## config.mk

```make
export PLATFORM = sky130hd
export DESIGN_NAME = syn_adc_i2s_rx
export DESIGN_NICKNAME = d
export VERILOG_FILES = /design/src/rtl/syn_global_pkg.sv /design/src/rtl/syn_sync_edge.sv /design/src/rtl/syn_adc_i2s_rx.sv
export SDC_FILE = /design/constraint.sdc
export NUM_CORES = 1
export LEC_CHECK = 0
export BUFFER_PORTS_ARGS = -buffer_cell sky130_fd_sc_hd__buf_2
export CAP_MARGIN = 10
export CORE_MARGIN = 5
export CORE_UTILIZATION = 52
export CTS_CLUSTER_DIAMETER = 30
export DETAILED_ROUTE_END_ITERATION = 10
export PLACE_DENSITY_LB_ADDON = 0.1
export RECOVER_POWER = 100
export SYNTH_ARGS = -nofsm -noshare
export SYNTH_HDL_FRONTEND = slang
export SYNTH_SLANG_ARGS = --single-unit
export TNS_END_PERCENT = 100
```

## constraint.sdc

```tcl
create_clock -name clk_ir -period 2 [get_ports clk_ir]
set_clock_uncertainty 0.2 [all_clocks]
set_input_delay 0.2 -clock clk_ir [delete_from_list [all_inputs] [get_ports clk_ir]]
set_output_delay 0.2 -clock clk_ir [all_outputs]
set_load 0.01 [all_outputs]
```

## src/rtl/syn_global_pkg.sv

```systemverilog
// rtl/syn_global_pkg.sv - shared widths, PCM pair type and I2S receiver state encoding
//
// Purpose: common widths used across the audio path, the stereo pair layout and
//          the state encoding of the ADC I2S receiver.
// Ports:   none (package).
package syn_global_pkg;

  localparam int P_16B_W = 16;
  localparam int P_32B_W = 32;

  typedef struct packed {
    logic [P_16B_W-1:0] l;
    logic [P_16B_W-1:0] r;
  } pcm_pair_t;

  typedef enum logic [2:0] {
    ST_IDLE     = 3'd0,
    ST_WAIT_LRC = 3'd1,
    ST_SKIP_L   = 3'd2,
    ST_LEFT     = 3'd3,
    ST_SKIP_R   = 3'd4,
    ST_RIGHT    = 3'd5
  } i2s_rx_state_e;

endpackage

```

## src/rtl/syn_sync_edge.sv

```systemverilog
// rtl/syn_sync_edge.sv - N-stage synchroniser with single-cycle rise/fall pulses
//
// Purpose: brings a slow asynchronous pin into the clk domain and flags its edges.
// Ports:
//   clk    in   system clock
//   rst_l  in   synchronous active-low reset (clears all stages to 0)
//   din    in   asynchronous input
//   level  out  synchronised level
//   rise   out  one-cycle pulse on synchronised 0->1
//   fall   out  one-cycle pulse on synchronised 1->0
module syn_sync_edge #(
  parameter int P_STAGES = 2
) (
  input  logic clk,
  input  logic rst_l,
  input  logic din,
  output logic level,
  output logic rise,
  output logic fall
);

  logic [P_STAGES-1:0] sync_q;
  logic                prev_q;

  always_ff @(posedge clk) begin
    if (!rst_l) begin
      sync_q <= '0;
      prev_q <= 1'b0;
    end else begin
      sync_q <= {sync_q[P_STAGES-2:0], din};
      prev_q <= sync_q[P_STAGES-1];
    end
  end

  assign level = sync_q[P_STAGES-1];
  assign rise  = sync_q[P_STAGES-1] & ~prev_q;
  assign fall  = ~sync_q[P_STAGES-1] & prev_q;

endmodule

```

## src/rtl/syn_adc_i2s_rx.sv

```systemverilog
// rtl/syn_adc_i2s_rx.sv - codec ADC I2S deserialiser to 32b stereo PCM with valid/ready
//
// Purpose: samples BCLK/ADCLRC/ADCDAT (async) in clk_ir, assembles {left,right}
//          words and offers them on a valid/ready output with sticky overflow.
// Ports:
//   clk_ir         in   system clock (>= 4x BCLK)
//   rst_il         in   synchronous active-low reset
//   en_ih          in   receiver enable
//   bclk_i         in   codec bit clock (async)
//   adc_lrc_i      in   codec L/R clock (async), 0=left 1=right
//   adc_dat_i      in   codec serial data (async)
//   pcm_data_ow    out  {left,right} sample pair
//   pcm_valid_ow   out  pcm_data_ow holds an unread pair
//   pcm_ready_ih   in   consumer accepts when valid&ready
//   ovrflw_ow      out  sticky: completed pair dropped because output was full
//   ovrflw_clr_ih  in   clears ovrflw_ow (a new overflow wins)
module syn_adc_i2s_rx
  import syn_global_pkg::*;
#(
  parameter int P_SYNC_STAGES = 2,
  parameter int P_CH_W        = P_16B_W,
  parameter int P_PCM_W       = P_32B_W
) (
  input  logic               clk_ir,
  input  logic               rst_il,
  input  logic               en_ih,
  input  logic               bclk_i,
  input  logic               adc_lrc_i,
  input  logic               adc_dat_i,
  output logic [P_PCM_W-1:0] pcm_data_ow,
  output logic               pcm_valid_ow,
  input  logic               pcm_ready_ih,
  output logic               ovrflw_ow,
  input  logic               ovrflw_clr_ih
);

  localparam int                CNT_W    = $clog2(P_CH_W + 1);
  localparam logic [CNT_W-1:0] CNT_FULL = CNT_W'(P_CH_W);
  localparam logic [CNT_W-1:0] CNT_LAST = CNT_W'(P_CH_W - 1);

  logic bclk_lvl, bclk_rise, bclk_fall;
  logic lrc_lvl, lrc_rise, lrc_fall;
  logic [P_SYNC_STAGES-1:0] dat_sync_q;
  logic dat;

  syn_sync_edge #(.P_STAGES(P_SYNC_STAGES)) u_sync_bclk (
    .clk  (clk_ir),
    .rst_l(rst_il),
    .din  (bclk_i),
    .level(bclk_lvl),
    .rise (bclk_rise),
    .fall (bclk_fall)
  );

  syn_sync_edge #(.P_STAGES(P_SYNC_STAGES)) u_sync_lrc (
    .clk  (clk_ir),
    .rst_l(rst_il),
    .din  (adc_lrc_i),
    .level(lrc_lvl),
    .rise (lrc_rise),
    .fall (lrc_fall)
  );

  // Only edge information is used from BCLK and only pulses from LRC.
  logic unused_sig;
  assign unused_sig = bclk_lvl ^ bclk_fall ^ lrc_lvl;

  // Same depth as BCLK so DAT is aligned with the bclk_rise pulse.
  always_ff @(posedge clk_ir) begin
    if (!rst_il) dat_sync_q <= '0;
    else         dat_sync_q <= {dat_sync_q[P_SYNC_STAGES-2:0], adc_dat_i};
  end
  assign dat = dat_sync_q[P_SYNC_STAGES-1];

  i2s_rx_state_e     state_q, state_d;
  logic [CNT_W-1:0]  cnt_q, cnt_d;
  logic [P_CH_W-1:0] left_q, left_d, right_q, right_d;
  logic              tail_q, tail_d;
  logic              pair_done_q, pair_done_d;

  always_ff @(posedge clk_ir) begin
    if (!rst_il) begin
      state_q     <= ST_IDLE;
      cnt_q       <= '0;
      left_q      <= '0;
      right_q     <= '0;
      tail_q      <= 1'b0;
      pair_done_q <= 1'b0;
    end else begin
      state_q     <= state_d;
      cnt_q       <= cnt_d;
      left_q      <= left_d;
      right_q     <= right_d;
      tail_q      <= tail_d;
      pair_done_q <= pair_done_d;
    end
  end

  // LRC moves on the BCLK falling edge, so its pulse arrives before the next
  // bclk_rise. The first bit after an LRC edge is the LSB of the previous slot;
  // when a slot is exactly P_CH_W wide that LSB still belongs to the channel
  // being shifted, which tail_q tracks instead of dropping the frame.
  always_comb begin
    state_d     = state_q;
    cnt_d       = cnt_q;
    left_d      = left_q;
    right_d     = right_q;
    tail_d      = tail_q;
    pair_done_d = 1'b0;
    if (!en_ih) begin
      state_d = ST_IDLE;
      tail_d  = 1'b0;
    end else begin
      unique case (state_q)
        ST_IDLE: state_d = ST_WAIT_LRC;
        ST_WAIT_LRC: begin
          if (lrc_fall) state_d = ST_SKIP_L;
        end
        ST_SKIP_L: begin
          if (bclk_rise) begin
            state_d = ST_LEFT;
            cnt_d   = '0;
          end
        end
        ST_LEFT: begin
          if (lrc_rise) begin
            if (cnt_q == CNT_FULL)      state_d = ST_SKIP_R;
            else if (cnt_q == CNT_LAST) tail_d  = 1'b1;
            else                        state_d = ST_WAIT_LRC;
          end else if (bclk_rise) begin
            if (cnt_q != CNT_FULL) begin
              left_d = {left_q[P_CH_W-2:0], dat};
              cnt_d  = cnt_q + CNT_W'(1);
            end
            if (tail_q) begin
              state_d = ST_RIGHT;
              cnt_d   = '0;
              tail_d  = 1'b0;
            end
          end
        end
        ST_SKIP_R: begin
          if (bclk_rise) begin
            state_d = ST_RIGHT;
            cnt_d   = '0;
          end
        end
        ST_RIGHT: begin
          if (lrc_fall) begin
            if (cnt_q == CNT_LAST) tail_d  = 1'b1;
            else                   state_d = ST_SKIP_L;
          end else if (bclk_rise) begin
            right_d = {right_q[P_CH_W-2:0], dat};
            cnt_d   = cnt_q + CNT_W'(1);
            if (cnt_q == CNT_LAST) begin
              pair_done_d = 1'b1;
              cnt_d       = '0;
              tail_d      = 1'b0;
              // A tail bit was the next frame's delay bit, so go straight to LEFT.
              state_d     = tail_q ? ST_LEFT : ST_WAIT_LRC;
            end
          end
        end
        default: state_d = ST_IDLE;
      endcase
    end
  end

  logic accept;
  assign accept = pcm_valid_ow & pcm_ready_ih;

  always_ff @(posedge clk_ir) begin
    if (!rst_il) begin
      pcm_data_ow  <= '0;
      pcm_valid_ow <= 1'b0;
      ovrflw_ow    <= 1'b0;
    end else begin
      if (pair_done_q && (!pcm_valid_ow || accept)) begin
        pcm_data_ow  <= {left_q, right_q};
        pcm_valid_ow <= 1'b1;
      end else if (accept) begin
        pcm_valid_ow <= 1'b0;
      end
      if (pair_done_q && pcm_valid_ow && !accept) ovrflw_ow <= 1'b1;
      else if (ovrflw_clr_ih)                     ovrflw_ow <= 1'b0;
    end
  end

endmodule

```

==> impl_metrics.xml, run 1 <==
<?xml version="1.0" encoding="UTF-8"?>
<metrics>
  <group name="worst_setup_path">
    <metric name="count_of_cells_along_the_worst_register_to_register_path" unit="">9</metric>
    <metric name="critical_path.max_fanout" unit="">7</metric>
    <metric name="critical_path.endpoint_type" unit="">flip-flop</metric>
    <metric name="worstPathArrival" unit="ps">2070</metric>
    <metric name="path_cells" unit="">inv_2, ha_4, nor4bb_4, a21o_1, a2111oi_4, buf_6, buf_4, nand2_1, o211a_1</metric>
    <metric name="setup.worst_path.class" unit="">reg2reg</metric>
    <metric name="setup.worst_path.start_class" unit="">flip-flop</metric>
    <metric name="cp_data_required_time" unit="ps">2060</metric>
    <metric name="crit_path_max_incr_delay" unit="ps">350</metric>
    <metric name="master_of_the_slowest_instance_on_the_critical_path" unit="">sky130_fd_sc_hd__dfxtp_2</metric>
  </group>
  <group name="drt">
    <metric name="final_antenna_net_count" unit="">0</metric>
    <metric name="drt-wirelength-per-cell" unit="um">13.2</metric>
    <metric name="detail_route.drc_violations" unit="">0</metric>
    <metric name="detail_route.iter0.violations" unit="">112</metric>
    <metric name="route.vias.total" unit="">2781</metric>
    <metric name="dr.pass1.iters" unit="">4</metric>
    <metric name="wl" unit="um">7120</metric>
    <metric name="vias_per_cell" unit="">5.17</metric>
  </group>
  <group name="clock_tree">
    <metric name="clock_insertion_delay_worst_skew" unit="ps">360</metric>
    <metric name="htree_levels" unit="">3</metric>
    <metric name="cts.sinks" unit="">84</metric>
    <metric name="cts_tree" unit="">built</metric>
    <metric name="cts-buffers-inserted" unit="">9</metric>
    <metric name="root_buffer" unit="">sky130_fd_sc_hd__clkbuf_8</metric>
    <metric name="clk_pin_slew_worst_paths" unit="ps">90</metric>
    <metric name="cts_buffer_depth" unit="">2</metric>
  </group>
  <group name="synth">
    <metric name="synth_flop_cell" unit="">sky130_fd_sc_hd__dfxtp_1</metric>
    <metric name="syn_avg_cell_area" unit="um2">8.85</metric>
    <metric name="count_of_flip_flops_with_a_built_in_enable_after_synthesis" unit="">0</metric>
    <metric name="synth_fp_nets" unit="">410</metric>
    <metric name="yosys_register_bits" unit="">84</metric>
    <metric name="ys_async_rst_share" unit="%">0</metric>
    <metric name="ys_seq_area_share" unit="%">47.7</metric>
    <metric name="post_synth_inst_count" unit="">398</metric>
    <metric name="yosys_warnings" unit="">0</metric>
    <metric name="yosys.cell_types.count" unit="">47</metric>
    <metric name="synth_area" unit="mm2">0.00352</metric>
  </group>
  <group name="pwr">
    <metric name="comb_power_share" unit="%">7.5</metric>
    <metric name="power.switching" unit="uW">794</metric>
    <metric name="p_leak" unit="nW">1.60</metric>
    <metric name="fin_total_pwr" unit="mW">3.32</metric>
    <metric name="power.switching_fraction" unit="%">23.9</metric>
    <metric name="vdd.ir_drop.worst" unit="mV">0.499</metric>
    <metric name="internal_power" unit="mW">2.52</metric>
    <metric name="share_seq_of_total_power" unit="%">51.6</metric>
    <metric name="p_clk_share" unit="%">40.9</metric>
    <metric name="power_density" unit="mW/mm2">766</metric>
  </group>
  <group name="global_routing">
    <metric name="pin_count_of_the_biggest_net_entering_global_routing" unit="">44</metric>
    <metric name="grtUsageMet1" unit="%">22.2</metric>
    <metric name="global_route_wire_length_before_repair" unit="um">11900</metric>
    <metric name="grt_overflow_total" unit="">0</metric>
    <metric name="globalRoute.busiestLayer" unit="">met2</metric>
    <metric name="grt.met3_usage" unit="%">4.39</metric>
    <metric name="grtUsageTotal" unit="%">17.1</metric>
    <metric name="via_count_of_the_first_global_routing_pass" unit="">2661</metric>
    <metric name="initial_antenna_violation_count" unit="">0</metric>
    <metric name="global_routing_usage_on_met2" unit="%">27.7</metric>
  </group>
  <group name="timing">
    <metric name="slew_viol_final" unit="">0</metric>
    <metric name="fmax" unit="MHz">496</metric>
    <metric name="final_period_minus_worst_setup_slack" unit="ps">2020</metric>
    <metric name="worstMarginPinSlew" unit="ps">434</metric>
    <metric name="setup_viol" unit="">3</metric>
    <metric name="timing_hold_violations_final" unit="">0</metric>
    <metric name="relSlewSlack" unit="%">71.1</metric>
    <metric name="smallest_setup_slack_after_layout" unit="ps">-16.1</metric>
    <metric name="layout_worst_path_cycle_share" unit="%">101</metric>
    <metric name="rsz0062_at_grt" unit="">yes</metric>
  </group>
  <group name="layout">
    <metric name="post_route_core_utilization" unit="%">64.8</metric>
    <metric name="layout.nets" unit="">465</metric>
    <metric name="final_area" unit="mm2">0.00433</metric>
    <metric name="fill_cells" unit="">604</metric>
    <metric name="area_overhead_vs_synth" unit="%">22.9</metric>
    <metric name="antennaDiodeCount" unit="">0</metric>
    <metric name="most_common_library_cell_in_the_layout_ignoring_fill_and_taps" unit="">sky130_fd_sc_hd__nand2_1</metric>
    <metric name="layout.cells.most_common_list" unit="">108 x sky130_fd_sc_hd__nand2_1, 79 x sky130_fd_sc_hd__dfxtp_1, 46 x sky130_fd_sc_hd__a21boi_0</metric>
    <metric name="fraction_of_final_layout_cells_with_drive_strength_greater_than_1" unit="%">23.6</metric>
  </group>
  <group name="floorplan">
    <metric name="floorplan.rows" unit="">30</metric>
    <metric name="die_width" unit="um">92.3</metric>
    <metric name="initial_core_util" unit="%">52.7</metric>
    <metric name="die_y" unit="um">92.3</metric>
    <metric name="design.core.area" unit="mm2">0.00668</metric>
    <metric name="die-area" unit="mm2">0.00852</metric>
    <metric name="num_io_pins" unit="">42</metric>
  </group>
  <group name="placed_design">
    <metric name="port-buffer-count" unit="">41</metric>
    <metric name="gp_congestion" unit="">0.837</metric>
    <metric name="dp_worst_setup_slack" unit="ps">-58.4</metric>
    <metric name="detailed_place.area" unit="mm2">0.00388</metric>
    <metric name="post-dp-hpwl" unit="um">4520</metric>
  </group>
  <group name="min_path">
    <metric name="hold_depth" unit="">2</metric>
    <metric name="holdCritPathClass" unit="">in2reg</metric>
  </group>
  <group name="status">
    <metric name="violations_in_the_final_reports" unit="">negative setup slack</metric>
    <metric name="status" unit="">finished with violations</metric>
  </group>
  <group name="job">
    <metric name="cap_viol_max_count" unit="">0</metric>
  </group>
</metrics>
[kinds of logic (layout without fill, tap and decap cells)]
group / after synthesis / count (layout) / share of synthesized area [%]
xor gates and xnor gates: 1 / 1 / 0.249
muxes: 16 / 16 / 4.55
adders and majority gates: 4 / 4 / 1.42
DFF: 84 / 84 / 47.7
buffers and inverters: 28 / 88 / 3.30
and+or+nand+nor: 180 / 180 / 25.0
AOI/OAI and AO/OA: 85 / 85 / 17.7
[path summary, 6_finish.rpt]
path	from	end	slack, ps
hold / removal	rst_il	cnt_q[4]$_SDFFE_PN0P_	2
setup / recovery	cnt_q[0]$_SDFFE_PN0P_	cnt_q[4]$_SDFFE_PN0P_	-20
setup reg to reg	cnt_q[0]$_SDFFE_PN0P_	cnt_q[4]$_SDFFE_PN0P_	-20
hold reg to reg	u_sync_bclk.sync_q[0]$_SDFF_PN0_	u_sync_bclk.sync_q[1]$_SDFF_PN0_	240
[stage by stage]
step / setup TNS, ps / cells / hold WS, ps
CTS: -7.44 / 537 / 6.24
detailed placement: -90.0 / 514 / 213
global route: -547 / 538 / 7.48
floorplan: 0 / 398 / 127
finish: -16.6 / 538 / 2.21
global placement: -1.09 / 514 / 206
[critical path: cells and delay by family, from the launching register on]
kind / cells / cell delay [ps]
AOI/OAI and AO/OA: 3 / 670
adders and majority gates: 1 / 150
buffers and inverters: 3 / 350
DFF: 1 / 350
and+or+nand+nor: 2 / 180
[synthesized netlist by cell type (5+ instances only)]
library cell	count	area [um2]
sky130_fd_sc_hd__a21boi_0	49	368
sky130_fd_sc_hd__a21oi_1	7	35.0
sky130_fd_sc_hd__and2_1	8	50.1
sky130_fd_sc_hd__clkbuf_1	18	67.6
sky130_fd_sc_hd__dfxtp_1	84	1680
sky130_fd_sc_hd__inv_1	5	18.8
sky130_fd_sc_hd__mux2i_1	16	160
sky130_fd_sc_hd__nand2_1	108	405
sky130_fd_sc_hd__nand2b_1	7	43.8
sky130_fd_sc_hd__nor2b_1	26	163
sky130_fd_sc_hd__o21ai_0	7	35.0
[registers in the layout, summed over array words and instances, names as in the netlist]
name                cells
pcm_valid_ow            1
ovrflw_ow               1
cnt_q                   5
right_q                16
dat_sync_q              2
u_sync_bclk.prev_q      1
left_q                 16
u_sync_lrc.prev_q       1
pcm_data_ow            32
u_sync_lrc.sync_q       2
u_sync_bclk.sync_q      2
state_q                 3
pair_done_q             1
tail_q                  1
[area by class of cell]
cell class	count	area, um2	share of cell area (%)
clock inverters	6	96.3	2.22
multi-input cells	286	1870	43.1
clock buffers	10	128	2.95
repair buffers	67	435	10.1
well taps	80	100	2.31
flip-flops and latches	84	1690	39.0
inverters	5	18.8	0.433
[power by group through the flow]
stage | clock (mW) | sequential (mW) | combinational [mW]
after floorplan | 0 | 1.73 | 0.159
after global placement | 0 | 1.75 | 0.198
after detailed placement | 0 | 1.75 | 0.200
after CTS | 1.39 | 1.71 | 0.217
after global routing | 1.47 | 1.72 | 0.270
final | 1.36 | 1.71 | 0.248
[what timing repair did]
item                                   in CTS  in global routing
resized for setup                           9                 28
setup endpoints to repair                   2                 34
endpoints found under the hold margin       8                  0
buffers inserted                            1                  1
pin swaps                                   2                  8
hold buffers                                6                  0
[layer usage]
metal / share of wire, % / vias to the layer above
met5: 0 / -
met4: 1.5 / 0
met3: 3.8 / 13
met2: 47 / 47
met1: 48 / 1277
li1: - / 1444
(Power assumes the default switching activity.)
==> run 2, diff against run 1 <==
PLACE_DENSITY = 0.75   (was unset)
PLACE_DENSITY_LB_ADDON = unset   (was 0.1)
==> impl_metrics.xml, run 2 (synthesis gave the netlist of run 1 again) <==
<?xml version="1.0" encoding="UTF-8"?>
<metrics>
  <group name="timing">
    <metric name="setup_viol" unit="">0</metric>
    <metric name="rsz0062_at_grt" unit="">yes</metric>
    <metric name="smallest_setup_slack_after_layout" unit="ps">38.8</metric>
    <metric name="fmax" unit="MHz">510</metric>
    <metric name="relSlewSlack" unit="%">49.2</metric>
    <metric name="setup_tns" unit="ps">0</metric>
    <metric name="worstMarginPinSlew" unit="ps">762</metric>
    <metric name="slew_viol_final" unit="">0</metric>
    <metric name="timing_hold_violations_final" unit="">0</metric>
    <metric name="layout_worst_path_cycle_share" unit="%">98.1</metric>
    <metric name="final_period_minus_worst_setup_slack" unit="ps">1960</metric>
  </group>
  <group name="global_routing">
    <metric name="global_routing_usage_on_met2" unit="%">27.7</metric>
    <metric name="grtUsageTotal" unit="%">17.4</metric>
    <metric name="initial_antenna_violation_count" unit="">0</metric>
    <metric name="grtUsageMet1" unit="%">21.4</metric>
    <metric name="global_route_wire_length_before_repair" unit="um">11900</metric>
    <metric name="grt_overflow_total" unit="">0</metric>
    <metric name="pin_count_of_the_biggest_net_entering_global_routing" unit="">54</metric>
    <metric name="globalRoute.busiestLayer" unit="">met2</metric>
    <metric name="grt.met3_usage" unit="%">4.14</metric>
    <metric name="via_count_of_the_first_global_routing_pass" unit="">2619</metric>
  </group>
  <group name="worst_setup_path">
    <metric name="cp_data_required_time" unit="ps">2040</metric>
    <metric name="crit_path_max_incr_delay" unit="ps">380</metric>
    <metric name="cp.buffers_inverters" unit="">2</metric>
    <metric name="setup.worst_path.start_class" unit="">flip-flop</metric>
    <metric name="setup.worst_path.class" unit="">reg2reg</metric>
    <metric name="critical_path.endpoint_type" unit="">flip-flop</metric>
    <metric name="critPathTopFamily" unit="">compound AO/OA/AOI/OAI gates</metric>
    <metric name="reg_to_reg_slack_setup" unit="ps">40</metric>
    <metric name="master_of_the_slowest_instance_on_the_critical_path" unit="">sky130_fd_sc_hd__dfxtp_4</metric>
    <metric name="worstPathArrival" unit="ps">2000</metric>
    <metric name="path_cells" unit="">inv_4, ha_4, nor4bb_4, a21o_1, a2111oi_4, buf_6, a21boi_2, o32ai_2</metric>
    <metric name="critical_path.max_fanout" unit="">7</metric>
  </group>
  <group name="layout">
    <metric name="antennaDiodeCount" unit="">0</metric>
    <metric name="fill_cells" unit="">586</metric>
    <metric name="fraction_of_final_layout_cells_with_drive_strength_greater_than_1" unit="%">15.7</metric>
    <metric name="layout.nets" unit="">467</metric>
    <metric name="layout.cells.most_common_list" unit="">107 x sky130_fd_sc_hd__nand2_1, 79 x sky130_fd_sc_hd__dfxtp_1, 47 x sky130_fd_sc_hd__a21boi_0</metric>
    <metric name="biggestRegsByFlops" unit="">pcm_data_ow (32), left_q (16), right_q (16)</metric>
    <metric name="fin_cells" unit="">540</metric>
    <metric name="most_common_library_cell_in_the_layout_ignoring_fill_and_taps" unit="">sky130_fd_sc_hd__nand2_1</metric>
    <metric name="area_overhead_vs_synth" unit="%">19.8</metric>
    <metric name="largest_register_ffs" unit="">32</metric>
    <metric name="area_of_the_multi_input_gates" unit="mm2">0.00181</metric>
    <metric name="regMostFlops" unit="">pcm_data_ow</metric>
    <metric name="ff_latch_area" unit="mm2">0.00169</metric>
    <metric name="final_area" unit="mm2">0.00422</metric>
  </group>
  <group name="drt">
    <metric name="detail_route.drc_violations" unit="">0</metric>
    <metric name="drt-wirelength-per-cell" unit="um">12.9</metric>
    <metric name="route.vias.total" unit="">2801</metric>
    <metric name="wl" unit="um">6970</metric>
    <metric name="vias_per_cell" unit="">5.19</metric>
    <metric name="dr.pass1.iters" unit="">4</metric>
    <metric name="detail_route.iter0.violations" unit="">117</metric>
    <metric name="final_antenna_net_count" unit="">0</metric>
  </group>
  <group name="clock_tree">
    <metric name="cts_buffer_depth" unit="">2</metric>
    <metric name="cts_tree" unit="">built</metric>
    <metric name="cts-buffers-inserted" unit="">9</metric>
    <metric name="clk_pin_slew_worst_paths" unit="ps">80</metric>
    <metric name="clock_insertion_delay_worst_skew" unit="ps">350</metric>
    <metric name="root_buffer" unit="">sky130_fd_sc_hd__clkbuf_8</metric>
    <metric name="htree_levels" unit="">3</metric>
    <metric name="cts.sinks" unit="">84</metric>
  </group>
  <group name="floorplan">
    <metric name="die_width" unit="um">92.3</metric>
    <metric name="die_y" unit="um">92.3</metric>
    <metric name="num_io_pins" unit="">42</metric>
    <metric name="design.core.area" unit="mm2">0.00668</metric>
    <metric name="die-area" unit="mm2">0.00852</metric>
    <metric name="floorplan.rows" unit="">30</metric>
    <metric name="initial_core_util" unit="%">52.7</metric>
  </group>
  <group name="pwr">
    <metric name="fin_total_pwr" unit="mW">3.13</metric>
    <metric name="p_leak" unit="nW">1.43</metric>
    <metric name="vdd.ir_drop.worst" unit="mV">0.367</metric>
    <metric name="power_density" unit="mW/mm2">742</metric>
  </group>
  <group name="job">
    <metric name="cap_viol_max_count" unit="">0</metric>
  </group>
  <group name="placed_design">
    <metric name="post-dp-hpwl" unit="um">4620</metric>
    <metric name="gp_congestion" unit="">0.893</metric>
    <metric name="detailed_place.area" unit="mm2">0.00393</metric>
    <metric name="numPlacedInstances" unit="">517</metric>
    <metric name="dp_worst_setup_slack" unit="ps">-99.4</metric>
    <metric name="port-buffer-count" unit="">41</metric>
  </group>
  <group name="status">
    <metric name="status" unit="">completed</metric>
  </group>
  <group name="min_path">
    <metric name="holdCritPathClass" unit="">in2reg</metric>
  </group>
</metrics>
-- run 2: cell count changes in the layout (fill, tap and decap cells not counted), sizes merged --
| cell | change |
|---|---|
| clkbuf | +38 |
| buf | -34 |
| bufinv | -1 |
| clkinv | +1 |
| dlygate4sd3 | -1 |
| inv | -1 |
-- run 2: worst paths after layout --
| kind | startpoint | end | depth (start not counted) |
|---|---|---|---|
| max reg2reg | cnt_q[0]$_SDFFE_PN0P_ | cnt_q[3]$_SDFFE_PN0P_ | 8 |
| min | pcm_ready_ih | ovrflw_ow$_SDFFE_PN0P_ | 4 |
| max | cnt_q[0]$_SDFFE_PN0P_ | cnt_q[3]$_SDFFE_PN0P_ | 8 |
| min reg2reg | u_sync_lrc.sync_q[0]$_SDFF_PN0_ | u_sync_lrc.sync_q[1]$_SDFF_PN0_ | 1 |
-- run 2: routing by layer --
| layer | vias up | share of wire, % |
|---|---|---|
| met2 | 48 | 47 |
| met4 | 0 | 1.8 |
| met1 | 1299 | 47 |
| met3 | 10 | 3.7 |
| met5 | - | 0 |
| li1 | 1444 | - |
-- run 2: final cells by class --
type,count,share of cell area (%)
inverters,5,0.504
well taps,80,2.37
clock inverters,5,1.42
repair buffers,69,9.55
multi-input cells,286,43.0
flip-flops and latches,84,40.1
clock buffers,11,3.11
-- run 2: metrics by stage --
step                      hold WS [ps]  utilization (%)
final                             79.0             63.2
after CTS                         73.9             63.0
after global placement             208             58.8
after floorplan                    127                -
after global routing              92.4             63.2
after detailed placement           210             58.8
-- run 2: worst min-delay path: cells and delay by family --
kind | cells | cell delay [ps]
compound gates | 1 | 160
buf+inv | 1 | 80
simple gates | 2 | 150
-- run 2: repair_timing --
item | in CTS | in global routing
gates resized for setup | 11 | 23
hold endpoints to repair | 7 | 0
hold buffers | 5 | 0
pin swaps | 2 | 3
setup buffers | 1 | 1
setup endpoints to repair | 4 | 40
-- run 2: power breakdown --
part           total [mW]  switching (mW)  internal, mW
logic               0.242           0.121         0.121
registers            1.71          0.0252          1.69
clock network        1.18           0.597         0.582
